<file path="src/rtl/lane_deskew.sv">
// rtl/lane_deskew.sv - four-lane COM-locked receive deskew with per-lane FIFOs
// Releases one byte per lane only when every lane has data; reports skew and misalignment.
module lane_deskew #(
    parameter int         DEPTH = 8,
    parameter logic [7:0] COM   = 8'hBC,
    parameter int         SKW_W = 4
) (
    input  logic             CLK,
    input  logic             RESET,
    input  logic [3:0]       lane_valid,
    input  logic [7:0]       lane0_data,
    input  logic [7:0]       lane1_data,
    input  logic [7:0]       lane2_data,
    input  logic [7:0]       lane3_data,
    output logic             out_valid,
    output logic [7:0]       out0,
    output logic [7:0]       out1,
    output logic [7:0]       out2,
    output logic [7:0]       out3,
    output logic             aligned,
    output logic             skew_err,
    output logic [SKW_W-1:0] skew
);
    localparam int             PW   = (DEPTH > 1) ? $clog2(DEPTH) : 1;
    localparam int             CW   = $clog2(DEPTH + 1);
    localparam logic [PW-1:0]  LAST = PW'(DEPTH - 1);
    localparam logic [CW-1:0]  FULL = CW'(DEPTH);

    typedef enum logic [1:0] {SEARCH = 2'd0, PARTIAL = 2'd1, ALIGNED = 2'd2} state_t;
    state_t state_q, state_d;

    logic [7:0]       mem_q [4][DEPTH];
    logic [7:0]       mem_d [4][DEPTH];
    logic [PW-1:0]    wp_q [4];
    logic [PW-1:0]    wp_d [4];
    logic [PW-1:0]    rp_q [4];
    logic [PW-1:0]    rp_d [4];
    logic [CW-1:0]    cnt_q [4];
    logic [CW-1:0]    cnt_d [4];
    logic [3:0]       locked_q, locked_d;
    logic [SKW_W-1:0] scnt_q, scnt_d, skew_q, skew_d, scnt_inc;
    logic             out_valid_q, out_valid_d, skew_err_q, skew_err_d;
    logic [7:0]       out_q [4];
    logic [7:0]       out_d [4];

    logic [7:0]       din [4];
    logic [7:0]       rd_byte [4];
    logic [3:0]       wr, is_com;
    logic             pop, ovf, align_loss, flush;

    assign din[0] = lane0_data;
    assign din[1] = lane1_data;
    assign din[2] = lane2_data;
    assign din[3] = lane3_data;

    // Pop and overflow decisions use only registered counts.
    always_comb begin
        pop = 1'b1;
        ovf = 1'b0;
        for (int i = 0; i < 4; i++) begin
            wr[i]      = lane_valid[i] && (locked_q[i] || din[i] == COM);
            rd_byte[i] = mem_q[i][rp_q[i]];
            is_com[i]  = (rd_byte[i] == COM);
            if (cnt_q[i] == '0) pop = 1'b0;
        end
        for (int i = 0; i < 4; i++) begin
            if (wr[i] && cnt_q[i] == FULL && !pop) ovf = 1'b1;
        end
        align_loss = (state_q == ALIGNED) && pop && (|is_com) && !(&is_com);
        flush      = ovf || align_loss;
    end

    always_comb begin
        mem_d       = mem_q;
        wp_d        = wp_q;
        rp_d        = rp_q;
        cnt_d       = cnt_q;
        locked_d    = locked_q;
        out_d       = out_q;
        out_valid_d = 1'b0;
        skew_err_d  = flush;
        scnt_d      = scnt_q;
        skew_d      = skew_q;
        scnt_inc    = (scnt_q == '1) ? scnt_q : scnt_q + SKW_W'(1);
        if (flush) begin
            locked_d = '0;
            for (int i = 0; i < 4; i++) begin
                wp_d[i]  = '0;
                rp_d[i]  = '0;
                cnt_d[i] = '0;
            end
        end else begin
            for (int i = 0; i < 4; i++) begin
                if (wr[i]) begin
                    mem_d[i][wp_q[i]] = din[i];
                    wp_d[i]           = (wp_q[i] == LAST) ? '0 : wp_q[i] + PW'(1);
                    locked_d[i]       = 1'b1;
                end
                if (pop) rp_d[i] = (rp_q[i] == LAST) ? '0 : rp_q[i] + PW'(1);
                cnt_d[i] = cnt_q[i] + CW'(wr[i]) - CW'(pop);
            end
            if (pop) begin
                out_valid_d = 1'b1;
                out_d       = rd_byte;
            end
            // Skew counts edges from the first lane lock to the last one.
            if (state_q == SEARCH && |locked_d) begin
                scnt_d = '0;
                if (&locked_d) skew_d = '0;
            end else if (state_q == PARTIAL && !(&locked_q)) begin
                scnt_d = scnt_inc;
                if (&locked_d) skew_d = scnt_inc;
            end
        end
    end

    always_comb begin
        state_d = state_q;
        case (state_q)
            SEARCH:  if (|locked_d) state_d = PARTIAL;
            PARTIAL: if (pop) state_d = ALIGNED;
            default: state_d = state_q;
        endcase
        if (flush) state_d = SEARCH;
    end

    always_ff @(posedge CLK or posedge RESET) begin
        if (RESET) begin
            state_q     <= SEARCH;
            locked_q    <= '0;
            scnt_q      <= '0;
            skew_q      <= '0;
            out_valid_q <= 1'b0;
            skew_err_q  <= 1'b0;
            for (int i = 0; i < 4; i++) begin
                wp_q[i]  <= '0;
                rp_q[i]  <= '0;
                cnt_q[i] <= '0;
                out_q[i] <= '0;
                for (int j = 0; j < DEPTH; j++) mem_q[i][j] <= '0;
            end
        end else begin
            state_q     <= state_d;
            locked_q    <= locked_d;
            scnt_q      <= scnt_d;
            skew_q      <= skew_d;
            out_valid_q <= out_valid_d;
            skew_err_q  <= skew_err_d;
            wp_q        <= wp_d;
            rp_q        <= rp_d;
            cnt_q       <= cnt_d;
            out_q       <= out_d;
            mem_q       <= mem_d;
        end
    end

    always_comb begin
        aligned   = (state_q == ALIGNED);
        out_valid = out_valid_q;
        skew_err  = skew_err_q;
        skew      = skew_q;
        out0      = out_q[0];
        out1      = out_q[1];
        out2      = out_q[2];
        out3      = out_q[3];
    end
endmodule

</file>
<file path="config.mk">
export PLATFORM = sky130hd
export DESIGN_NAME = lane_deskew
export DESIGN_NICKNAME = d
export VERILOG_FILES = /design/src/rtl/lane_deskew.sv
export SDC_FILE = /design/constraint.sdc
export NUM_CORES = 1
export LEC_CHECK = 0
export ABC_AREA = 1
export CAP_MARGIN = 20
export CORE_ASPECT_RATIO = 0.7
export CORE_MARGIN = 2
export CORE_UTILIZATION = 25
export DETAILED_ROUTE_END_ITERATION = 7
export GPL_TIMING_DRIVEN = 0
export PLACE_DENSITY = 0.37
export SYNTH_ARGS = -nofsm -noshare
export SYNTH_HDL_FRONTEND = slang
export SYNTH_SLANG_ARGS = --single-unit
export TNS_END_PERCENT = 50
</file>
<file path="constraint.sdc">
create_clock -name CLK -period 24.4 [get_ports CLK]
set_input_delay 4.88 -clock CLK [delete_from_list [all_inputs] [get_ports CLK]]
set_output_delay 4.88 -clock CLK [all_outputs]
set_load 0.02 [all_outputs]
</file>
Word level (Yosys, flattened, before mapping)
Cells that the tools add are included.
Operators by class
  order comparisons: 12
  add/subtract/negate cells: 17
  eq/ne operators: 25
  multiplexer cells: 73
  reduce and logical (&&, ||, !) cells: 55
  bitwise gates (word level): 9
Operators with widths (count)
  $bwmux 64: 4
  $bmux 8 s3: 4
  $demux 8 s3: 4
  $mux 8: 12
  $eq 8x8->1 const B: 8
  $mux 3: 16
  $ge 4x4->1 const B: 8
  $mux 4: 8
  $not 3->4: 8
  $add 3x1->3 const B: 8
  $eq 3x3->1 const B: 8
  $mux 12: 2
  $logic_and 1x1->1: 21
  $eq 4x4->1 const B: 5
  $mux 1: 18
  $add 4x1->4: 4
  $logic_not 4->1: 4
  $lt 4x1->1 const B: 4
  $mux 16: 1
  $sub 4x1->4: 4
  $reduce_and 2->1: 6
  $reduce_and 4->1: 3
  $reduce_bool 2->1: 6
  $reduce_or 4->1: 3
  other kinds (14): 22
Word-level totals
  input bits: 38
  output and inout port bits: 39
  word-level logic and storage cells: 245
  register bits: 344

Depth between registers and ports, before layout
Gate-level depths: netlist (run 1).
  word-level depth: 18
  mapped depth: 22
  gate-level depth less buffers: 18

Worst setup path after synthesis (run 1)
No wires, ideal clock.
  path type: input to register
  from: input port lane3_data[3]
  to: register cnt_q[2] in the netlist's numbering
  stages on the path: 13
  setup time: 0.131 ns
  buffers on the path: 2
  required time: 24.269 ns
  path slack: 17.151 ns
  data arrival time: 7.119 ns
  path through: buf_2 nand2_1 nor3_1 nand4_1 a21oi_1 buf_2 inv_1 ha_1 inv_1 ha_1 fa_1 xnor2_1 nor2_1
RTL lines
  from (decl): RTL line 14  | input logic [7:0] lane3_data,
  to (signal assigned): RTL line 151  | cnt_q <= cnt_d;
  to (decl): RTL line 38  | logic [CW-1:0] cnt_q [4];

Worst setup path after layout (run 1)
  from: input port lane2_data[2]
  to: register mem_q[108] in the netlist's numbering
Between the ends
  word-level cells in the longest chain between the ends: 10
Ends and longest elaborated chain
  from (decl): RTL line 13  | input logic [7:0] lane2_data,
  $eq 8x8->1 (*): RTL line 61  | wr[i] = lane_valid[i] && (locked_q[i] || din[i] == COM);
  $logic_or 1x1->1 (*): RTL line 61
  $logic_and 1x1->1 (*): RTL line 61
  $logic_and 1x1->1 (2 in a row): RTL line 67  | if (wr[i] && cnt_q[i] == FULL && !pop) ovf = 1'b1;
  $mux 1 (2 in a row): RTL line 67
  $logic_or 1x1->1: RTL line 70  | flush = ovf || align_loss;
  $not 1->1 (no line)
  $reduce_and 2->1 (no line) (*)
  to (signal assigned): RTL line 153  | mem_q <= mem_d;
  to (decl): RTL line 32  | logic [7:0] mem_q [4][DEPTH];
Mark *: on every way between the ends. The rest lies on a longest branch, timed or not.
A chain may end at the register's enable or synchronous reset.

==> results of run 1 <==
==> path summary, 6_finish.rpt <==
kind                            slack (ns)    endpoint  depth (start not counted)
worst max-delay path                 16.96  mem_q[108]                         14
worst min-delay path                  0.48   mem_q[35]                          2
worst max register to register       20.64  mem_q[196]                         17
worst min register to register        0.48   mem_q[35]                          2
max in group asynchronous            18.07  mem_q[211]                          5
min in group asynchronous             4.75   mem_q[73]                          2
==> power by group <==
part / switching [W] / internal (W) / total [W] / leakage [nW]
sequential: 0.000134 / 0.000800 / 0.000934 / 4.42
clock: 0.000249 / 0.000324 / 0.000574 / 0.567
combinational: 0.000933 / 0.000460 / 0.00139 / 6.50
==> synthesized netlist by cell type (all sizes together) <==
master and number:
a21boi 1, a21oi 9, a22o 1, buf 72
clkbuf 27, clkinv 6, dfrtp 344, fa 4
ha 41, inv 319, mux2 1, nand2 1367
nand3 160, nand3b 2, nand4 40, nor2 118
nor3 5, o21ai 36, o22ai 3, o41ai 1
or2 5, xnor2 5, xor2 4
==> cell type report <==
class	instances	area, um^2
plain buffers	99	485
flip-flops and latches	344	8610
inverters	325	1230
fillers	7964	50800
multi-input cells	1803	8000
well taps	966	1210
repair buffers	50	581
clock buffers	58	1160
==> per-stage QoR <==
step | power [W] | utilization (%) | worst slack, ns | std cells
finish | 0.00290 | 29.5 | 16.96 | 3645
global route | 0.00318 | 29.5 | 16.68 | 3645
CTS | 0.00294 | 29.5 | 17.01 | 3644
detailed placement | 0.00234 | 27.9 | 16.39 | 3586
global placement | 0.00233 | 27.7 | 4.21 | 3581
floorplan | 0.00184 | - | 9.98 | 2571
==> logic make-up after synthesis <==
kind of cell	Yosys count	share of synthesized area [%]
compound gates	51	1.47
simple gates	1697	38.5
flops	344	47.0
xor+xnor	9	0.430
buf+inv	424	9.31
fa+ha+maj	45	3.24
mux	1	0.0615
==> layer usage <==
layer  GRT usage (%)  wire length [um]  vias up
met3            2.68              3140       71
met4            3.86              1180        0
met5               0                 0        -
met2            23.3             24300      319
met1            27.4             34600     7692
li1                -                 -     7898
==> registers in the layout, indices dropped and copies added (netlist names) <==
name / cells
cnt_q: 16
locked_q: 4
mem_q: 256
out0: 8
out1: 8
out2: 8
out3: 8
out_valid: 1
rp_q: 12
scnt_q: 4
skew: 4
skew_err: 1
state_q: 2
wp_q: 12
==> worst min-delay path, cell delays in order, from the launching register on <==
cell     delay (ns)
dfrtp_1        0.34
nand2_1        0.05
nand2_1        0.05
==> impl_metrics.tcl, run 1 <==
set metrics [dict create \
    status "complete, no violations" \
    max_freq_mhz 134 \
    power.leakage_nw 11.5 \
    slowest_delay_ns 0.59 \
    grtUsageTotal_pct 17.1 \
    stdcell_area_mm2 0.0213 \
    maxCapViolCount 0 \
    r2r_start "rp_q[0]" \
    io_pins 77 \
    ys_warn_count 0 \
    hold_class "flip-flop to flip-flop" \
    clock_latency_ns 0.57 \
    drive_gt1_share_pct 6.53 \
    finalMaxSlewViolations 0 \
    cp_data_arrival_time_ns 7.90 \
    hold_violations 0 \
    synth_cell_type_count 34 \
    synth-seq-area-share_pct 47.0 \
    wl_per_cell_um 17.3 \
    dieWidth_um 328 \
    num_vias 15980 \
    drtIter0Drc 1144 \
    grt_max_degree 90 \
    rows 82 \
    cts_buffer_depth 3 \
    fin_crit_sh_pct 30.5 \
    path_clk_slew_ns 0.06 \
    dpl.hpwl_um 45100 \
    crit_buf_inv 3 \
    mostFrequentLayoutCells "nand2_1, dfrtp_1, inv_1" \
    crit_start "lane2_data[2]" \
    synth_area_leaders "dfrtp_1, nand2_1, inv_1" \
    cp_common_cell "nand2_1" \
    numCtsBuffers 40 \
    whs_ns 0.477 \
    rsz0062_at_grt "false" \
    grt_pass1_vias 15723 \
    cts_hold_buffers 0 \
    tightest_slew_ns 0.939 \
    syn_area_per_cell_um2 7.12 \
    root_buffer "clkbuf_16" \
    synth_top_area_cell "dfrtp_1" \
    ant_nets 0 \
    gr-total-overflow 0 \
    die_h_um 230 \
    fin_worst_skew_ns 0.0185 \
    antenna_found_initial 2 \
    slowest_stage "nand4_1" \
    startpoint_type "primary input" \
    synth_top_area_share_pct 47.0 \
    drc_errors 0 \
    cp_max_fo 10 \
    synthCells 2571 \
    vdd_drop_max_v 0.0000459 \
    nNetsFinal 2746 \
    initial_core_util_pct 25.4 \
    ys_ff_latch 344 \
    setup_viol 0 \
    netlist_area_mm2 0.0183 \
    postCtsSetupRepairBufs 0 \
    numPortBuffers 44 \
    grt_pass1_wl_um 98600 \
    core-area_mm2 0.0720 \
    fp.dieArea_mm2 0.0755 \
    fin_tns_setup_ns 0 \
    clock_sinks 344 \
    period_minus_slack_ns 7.44 \
    min-delay-start "mem_q[35]" \
    drt_pass1_iterations 5 \
    powerDensity_mw_per_mm2 136 \
    crit_path_end_kind "flip-flop" \
    final_common_cell "nand2_1" \
    wirelength_um 63200 \
    via_per_inst 4.38 \
    worstSetupPathType "primary input to flip-flop" \
    synth_nets 2654 \
    placed_area_mm2 0.0201 \
    relSlewSlack_pct 37.4 \
    ctsResizeCount 0 \
    cpLargestDelayFamily "simple AND/OR/NAND/NOR gates" \
    cts_tree "done" \
    cp_cell_sequence "clkbuf_1 > nand2_1 > nor3_1 > nand4_1 > nand2_1 > nand2_1 > inv_1 > nand3_1 > nand2_1 > o21ai_1 > clkbuf_1 > nand4_1 > nand2_1 > nand2_1" \
    syn_to_final_growth_pct 16.1 \
    required_ns 24.86 \
    gp_congestion 0.817 \
    antenna_cells 0 \
    cts_max_level 2 \
]
Power figures use the tool's default switching activity.
==> inputs of run 2 (changes only) <==
- clock period: 24.4 -> 7.5 ns (I/O delays scaled with it)
==> run 2 against run 1 <==
Effect of this change: clock skew grew 0.0031 ns; setup slack lost 14 ns; critical path depth shrank 3; first-iteration DRC count shrank 2.9%; clock-buffer cell count grew 7; non-clock buffer count grew 6; sequential share of layout area shrank 0.60 points; register-to-register slack lost 17 ns; routed wire length grew 2.4%; global-route usage grew 0.22 points; sequential power grew to 3.3 times the previous value; highest routed layer unchanged.
==> impl_metrics.tcl, run 2 (same netlist as run 1, synthesis figures left out) <==
set metrics [dict create \
    top_register "mem_q" \
    grtUsageTotal_pct 17.3 \
    largest_reg_flops 256 \
    numPortBuffers 44 \
    clock_latency_ns 0.58 \
    maxCapViolCount 0 \
    grt_max_degree 40 \
    vdd_drop_max_v 0.000169 \
    syn_to_final_growth_pct 17.9 \
    drt_pass1_iterations 5 \
    worst_slack_ns 3.42 \
    max_freq_mhz 245 \
    route.met3.wl_um 3260 \
    cts_hold_buffers 0 \
    crit_path_end_kind "flip-flop" \
    setup_viol 0 \
    clock_sinks 344 \
    cts_tree "done" \
    cp_cell_sequence "clkbuf_1 > nand4_1 > a21oi_1 > buf_2 > inv_1 > ha_1 > inv_1 > ha_1 > fa_1 > xnor2_1 > nor2_1" \
    required_ns 7.94 \
    final_common_cell "nand2_1" \
    core-area_mm2 0.0720 \
    postCtsSetupRepairBufs 0 \
    dp_cells 3593 \
    root_buffer "clkbuf_16" \
    gp_congestion 0.810 \
    grt_pass1_vias 15738 \
    n_fill_cell 7910 \
    fin_worst_skew_ns 0.0217 \
    cts_max_level 2 \
    ant_nets 0 \
    hold_class "flip-flop to flip-flop" \
    ctsResizeCount 0 \
    place_ws_ns 2.80 \
    num_vias 16058 \
    initial_core_util_pct 25.4 \
    cp_max_fo 10 \
    power_w 0.00976 \
    stdcell_area_mm2 0.0216 \
    power.leakage_nw 11.6 \
    placed_area_mm2 0.0202 \
    multiInputGateArea_mm2 0.00800 \
    nNetsFinal 2754 \
    routed.top_layer "met4" \
    status "complete, no violations" \
    gr-total-overflow 0 \
    grt_pass1_wl_um 99300 \
    wl_per_cell_um 17.6 \
    seqCellArea_mm2 0.00861 \
    tightest_slew_ns 1.12 \
    worstSetupPathType "primary input to flip-flop" \
    via_per_inst 4.38 \
    antenna_found_initial 1 \
    fin_crit_sh_pct 54.4 \
    cp_data_arrival_time_ns 4.52 \
    drc_errors 0 \
    dpl.hpwl_um 46500 \
    route.met2.wl_um 25200 \
    drtIter0Drc 1111 \
    reg_top3 "mem_q x256, cnt_q x16" \
    rows 82 \
    powerDensity_mw_per_mm2 452 \
    utilization_pct 30.0 \
    fin_cells 3667 \
    path_clk_slew_ns 0.06 \
    io_pins 77 \
    die_h_um 230 \
    numCtsBuffers 42 \
    fp.dieArea_mm2 0.0755 \
    mostFrequentLayoutCells "nand2_1, dfrtp_1, inv_1" \
    rsz0062_at_grt "false" \
    drive_gt1_share_pct 7.30 \
    wl_met1_um 35200 \
    slowest_delay_ns 0.54 \
    period_minus_slack_ns 4.08 \
    finalMaxSlewViolations 0 \
    dieWidth_um 328 \
    hold_violations 0 \
    startpoint_type "primary input" \
    wirelength_um 64700 \
    relSlewSlack_pct 25.3 \
    slowest_stage "clkbuf_1" \
    cts_buffer_depth 3 \
]
## run 2: critical path: cells and delay by family
| kind | cells | cell delay (ns) |
|---|---|---|
| adder cells (fa/ha/maj) | 3 | 0.87 |
| buffers and inverters | 4 | 1.14 |
| AND/OR/NAND/NOR | 2 | 0.34 |
| XOR/XNOR | 1 | 0.17 |
| AO/OA/AOI/OAI | 1 | 0.50 |
## run 2: power by group
group	switching [W]	internal (W)	leakage [nW]
combinational	0.00309	0.00150	6.54
sequential	0.000448	0.00260	4.42
clock	0.000869	0.00125	0.687
total	0.00441	0.00535	11.6
## run 2: layout make-up
type | instances | share of cell area (%)
Inverter | 325 | 5.67
Tap cell | 966 | 5.60
Sequential cell | 344 | 39.9
Multi-Input combinational cell | 1803 | 37.1
Clock buffer | 65 | 5.97
Buffer | 99 | 2.25
Timing Repair Buffer | 56 | 3.14
Antenna cell | 1 | 0.0116
Clock inverter | 8 | 0.452
## run 2: stage by stage
| stage | setup TNS, ns | hold WS (ns) |
|---|---|---|
| after floorplan | 0 | 0.449 |
| after global placement | -588.93 | 0.461 |
| after detailed placement | 0 | 0.465 |
| after CTS | 0 | 0.482 |
| after global routing | 0 | 0.496 |
| final | 0 | 0.478 |
## run 2: layer usage
layer | global-route usage, % | up-vias
li1 | - | 7929
met1 | 28.1 | 7686
met2 | 23.5 | 374
met3 | 2.50 | 69
met4 | 3.80 | 0
met5 | 0 | -
## run 2: final timing paths
kind                                    start          to  slack [ns]  depth (start not counted)
max in group asynchronous               RESET  mem_q[195]        4.75                          6
min in group asynchronous               RESET    skew_err        1.37                          2
worst min register to register     mem_q[107]  mem_q[107]        0.48                          2
worst min-delay path               mem_q[107]  mem_q[107]        0.48                          2
worst max-delay path            lane3_data[5]    cnt_q[2]        3.42                         11
worst max register to register        rp_q[0]  mem_q[192]        3.57                         17
==> inputs of run 3 (changes only) <==
- clock period: 7.5 -> 4.05 ns (I/O delays scaled with it)
==> run 3 against run 2 <==
Effect of this change: first-iteration DRC count rose by 3.2%; non-clock buffer count did not move; worst hold slack is essentially flat; register-to-register slack lost 3.4 ns; critical path type is now flip-flop to flip-flop; largest cell class unchanged; largest power group unchanged.
==> impl_metrics.tcl, run 3 (same netlist as run 1, synthesis figures left out) <==
set metrics [dict create \
    reg_top3 "mem_q x256, cnt_q x16" \
    grt_pass1_vias 15738 \
    fp.dieArea_mm2 0.0755 \
    num_vias 16062 \
    maxCapViolCount 0 \
    drc_errors 0 \
    drtIter0Drc 1146 \
    grt_max_degree 40 \
    reg2reg_slack_ns 0.16 \
    io_pins 77 \
    period_minus_slack_ns 3.89 \
    max_freq_mhz 257 \
    grt_pass1_wl_um 99300 \
    grtUsageTotal_pct 17.3 \
    final_common_cell "nand2_1" \
    syn_to_final_growth_pct 17.9 \
    required_ns 4.55 \
    p_int_w 0.00991 \
    rows 82 \
    utilization_pct 30.0 \
    fin_worst_skew_ns 0.0194 \
    dieWidth_um 328 \
    cts_buffer_depth 3 \
    hold_class "flip-flop to flip-flop" \
    gp_congestion 0.810 \
    numPortBuffers 44 \
    nNetsFinal 2754 \
    stdcell_area_mm2 0.0216 \
    drt_pass1_iterations 8 \
    path_clk_slew_ns 0.06 \
    p_clk_share_pct 21.7 \
    switching_share_pct 45.1 \
    setup_viol 0 \
    hold_violations 0 \
    mostFrequentLayoutCells "nand2_1, dfrtp_1, inv_1" \
    ctsResizeCount 0 \
    core-area_mm2 0.0720 \
    worst_slack_ns 0.164 \
    cp_max_fo 10 \
    drive_gt1_share_pct 7.41 \
    finalMaxSlewViolations 0 \
    placed_area_mm2 0.0202 \
    startpoint_type "flip-flop" \
    clock_latency_ns 0.58 \
    fin_tns_setup_ns 0 \
    cts_hold_buffers 0 \
    seqCellArea_mm2 0.00861 \
    power_frac_seq_pct 31.3 \
    postCtsSetupRepairBufs 0 \
    powerDensity_mw_per_mm2 836 \
    ant_nets 0 \
    status "complete, no violations" \
    vdd_drop_max_v 0.000316 \
    tightest_slew_ns 0.949 \
    power.leakage_nw 11.6 \
    cts_max_level 2 \
    dpl.hpwl_um 46500 \
    power.switching_w 0.00816 \
    initial_core_util_pct 25.4 \
    rsz0062_at_grt "true" \
    clock_sinks 344 \
    wl_per_cell_um 17.6 \
    die_h_um 230 \
    wirelength_um 64700 \
    gr-total-overflow 0 \
    multiInputGateArea_mm2 0.00801 \
    worstSetupPathType "flip-flop to flip-flop" \
    antenna_cells 0 \
    cp_data_arrival_time_ns 4.39 \
    relSlewSlack_pct 36.7 \
    place_ws_ns 0.0442 \
    combPwrFrac_pct 47.1 \
    cts_tree "done" \
    via_per_inst 4.38 \
    fin_crit_sh_pct 96.0 \
    largest_reg_flops 256 \
    numCtsBuffers 42 \
    crit_path_end_kind "flip-flop" \
    n_fill_cell 7910 \
    top_register "mem_q" \
    antenna_found_initial 1 \
    root_buffer "clkbuf_16" \
]
run 3: path summary, 6_finish.rpt:
path                       startpoint    endpoint  cells past startpoint
min                         mem_q[17]   mem_q[17]                      2
max                           rp_q[0]  mem_q[212]                     17
max reg2reg                   rp_q[0]  mem_q[212]                     17
max in group asynchronous       RESET  mem_q[195]                      6
min in group asynchronous       RESET    skew_err                      2
min reg2reg                 mem_q[17]   mem_q[17]                      2
run 3: power by group through the flow:
stage / combinational [W] / clock [W] / sequential [W]
6_report: 0.00851 / 0.00391 / 0.00565
5_1_grt: 0.00968 / 0.00419 / 0.00583
4_1_cts: 0.00859 / 0.00406 / 0.00565
3_5_place_dp: 0.00854 / 0 / 0.00569
3_3_place_gp: 0.00838 / 0 / 0.00569
2_1_floorplan: 0.00547 / 0 / 0.00564
run 3: critical path, stage by stage, from the launching register on:
cell and delay [ns]:
dfrtp_1 0.40, buf_2 0.19, inv_2 0.15, buf_2 0.29
nand2_1 0.08, nand3_1 0.15, nand3_1 0.12, nand2_1 0.15
nand2_1 0.07, nor2_1 0.09, nand2_1 0.11, nor2_1 0.35
nand2_1 0.12, nand3_2 0.18, nand3_1 0.45, nor2_1 0.69
nand2_1 0.11, nand2_1 0.10
run 3: cell type report:
| cell class | instances | share of cell area (%) |
|---|---|---|
| flip-flops and latches | 344 | 39.9 |
| multi-input cells | 1803 | 37.1 |
| clock buffers | 65 | 5.97 |
| inverters | 325 | 5.67 |
| well taps | 966 | 5.60 |
| repair buffers | 56 | 3.14 |
| plain buffers | 99 | 2.25 |
| clock inverters | 8 | 0.452 |
run 3: stage by stage:
stage / std cells / power (W) / hold WS (ns)
finish: 3666 / 0.0181 / 0.478
global route: 3666 / 0.0197 / 0.496
CTS: 3666 / 0.0183 / 0.482
detailed placement: 3593 / 0.0142 / 0.465
global placement: 3581 / 0.0141 / 0.461
floorplan: 2571 / 0.0111 / 0.449
run 3: per-layer routing:
metal | global-route usage, % | vias up | part of all wire [%]
met5 | 0 | - | 0
met4 | 3.80 | 0 | 1.7
met3 | 2.50 | 75 | 4.6
met2 | 23.5 | 339 | 39
met1 | 28.1 | 7719 | 55
li1 | - | 7929 | -
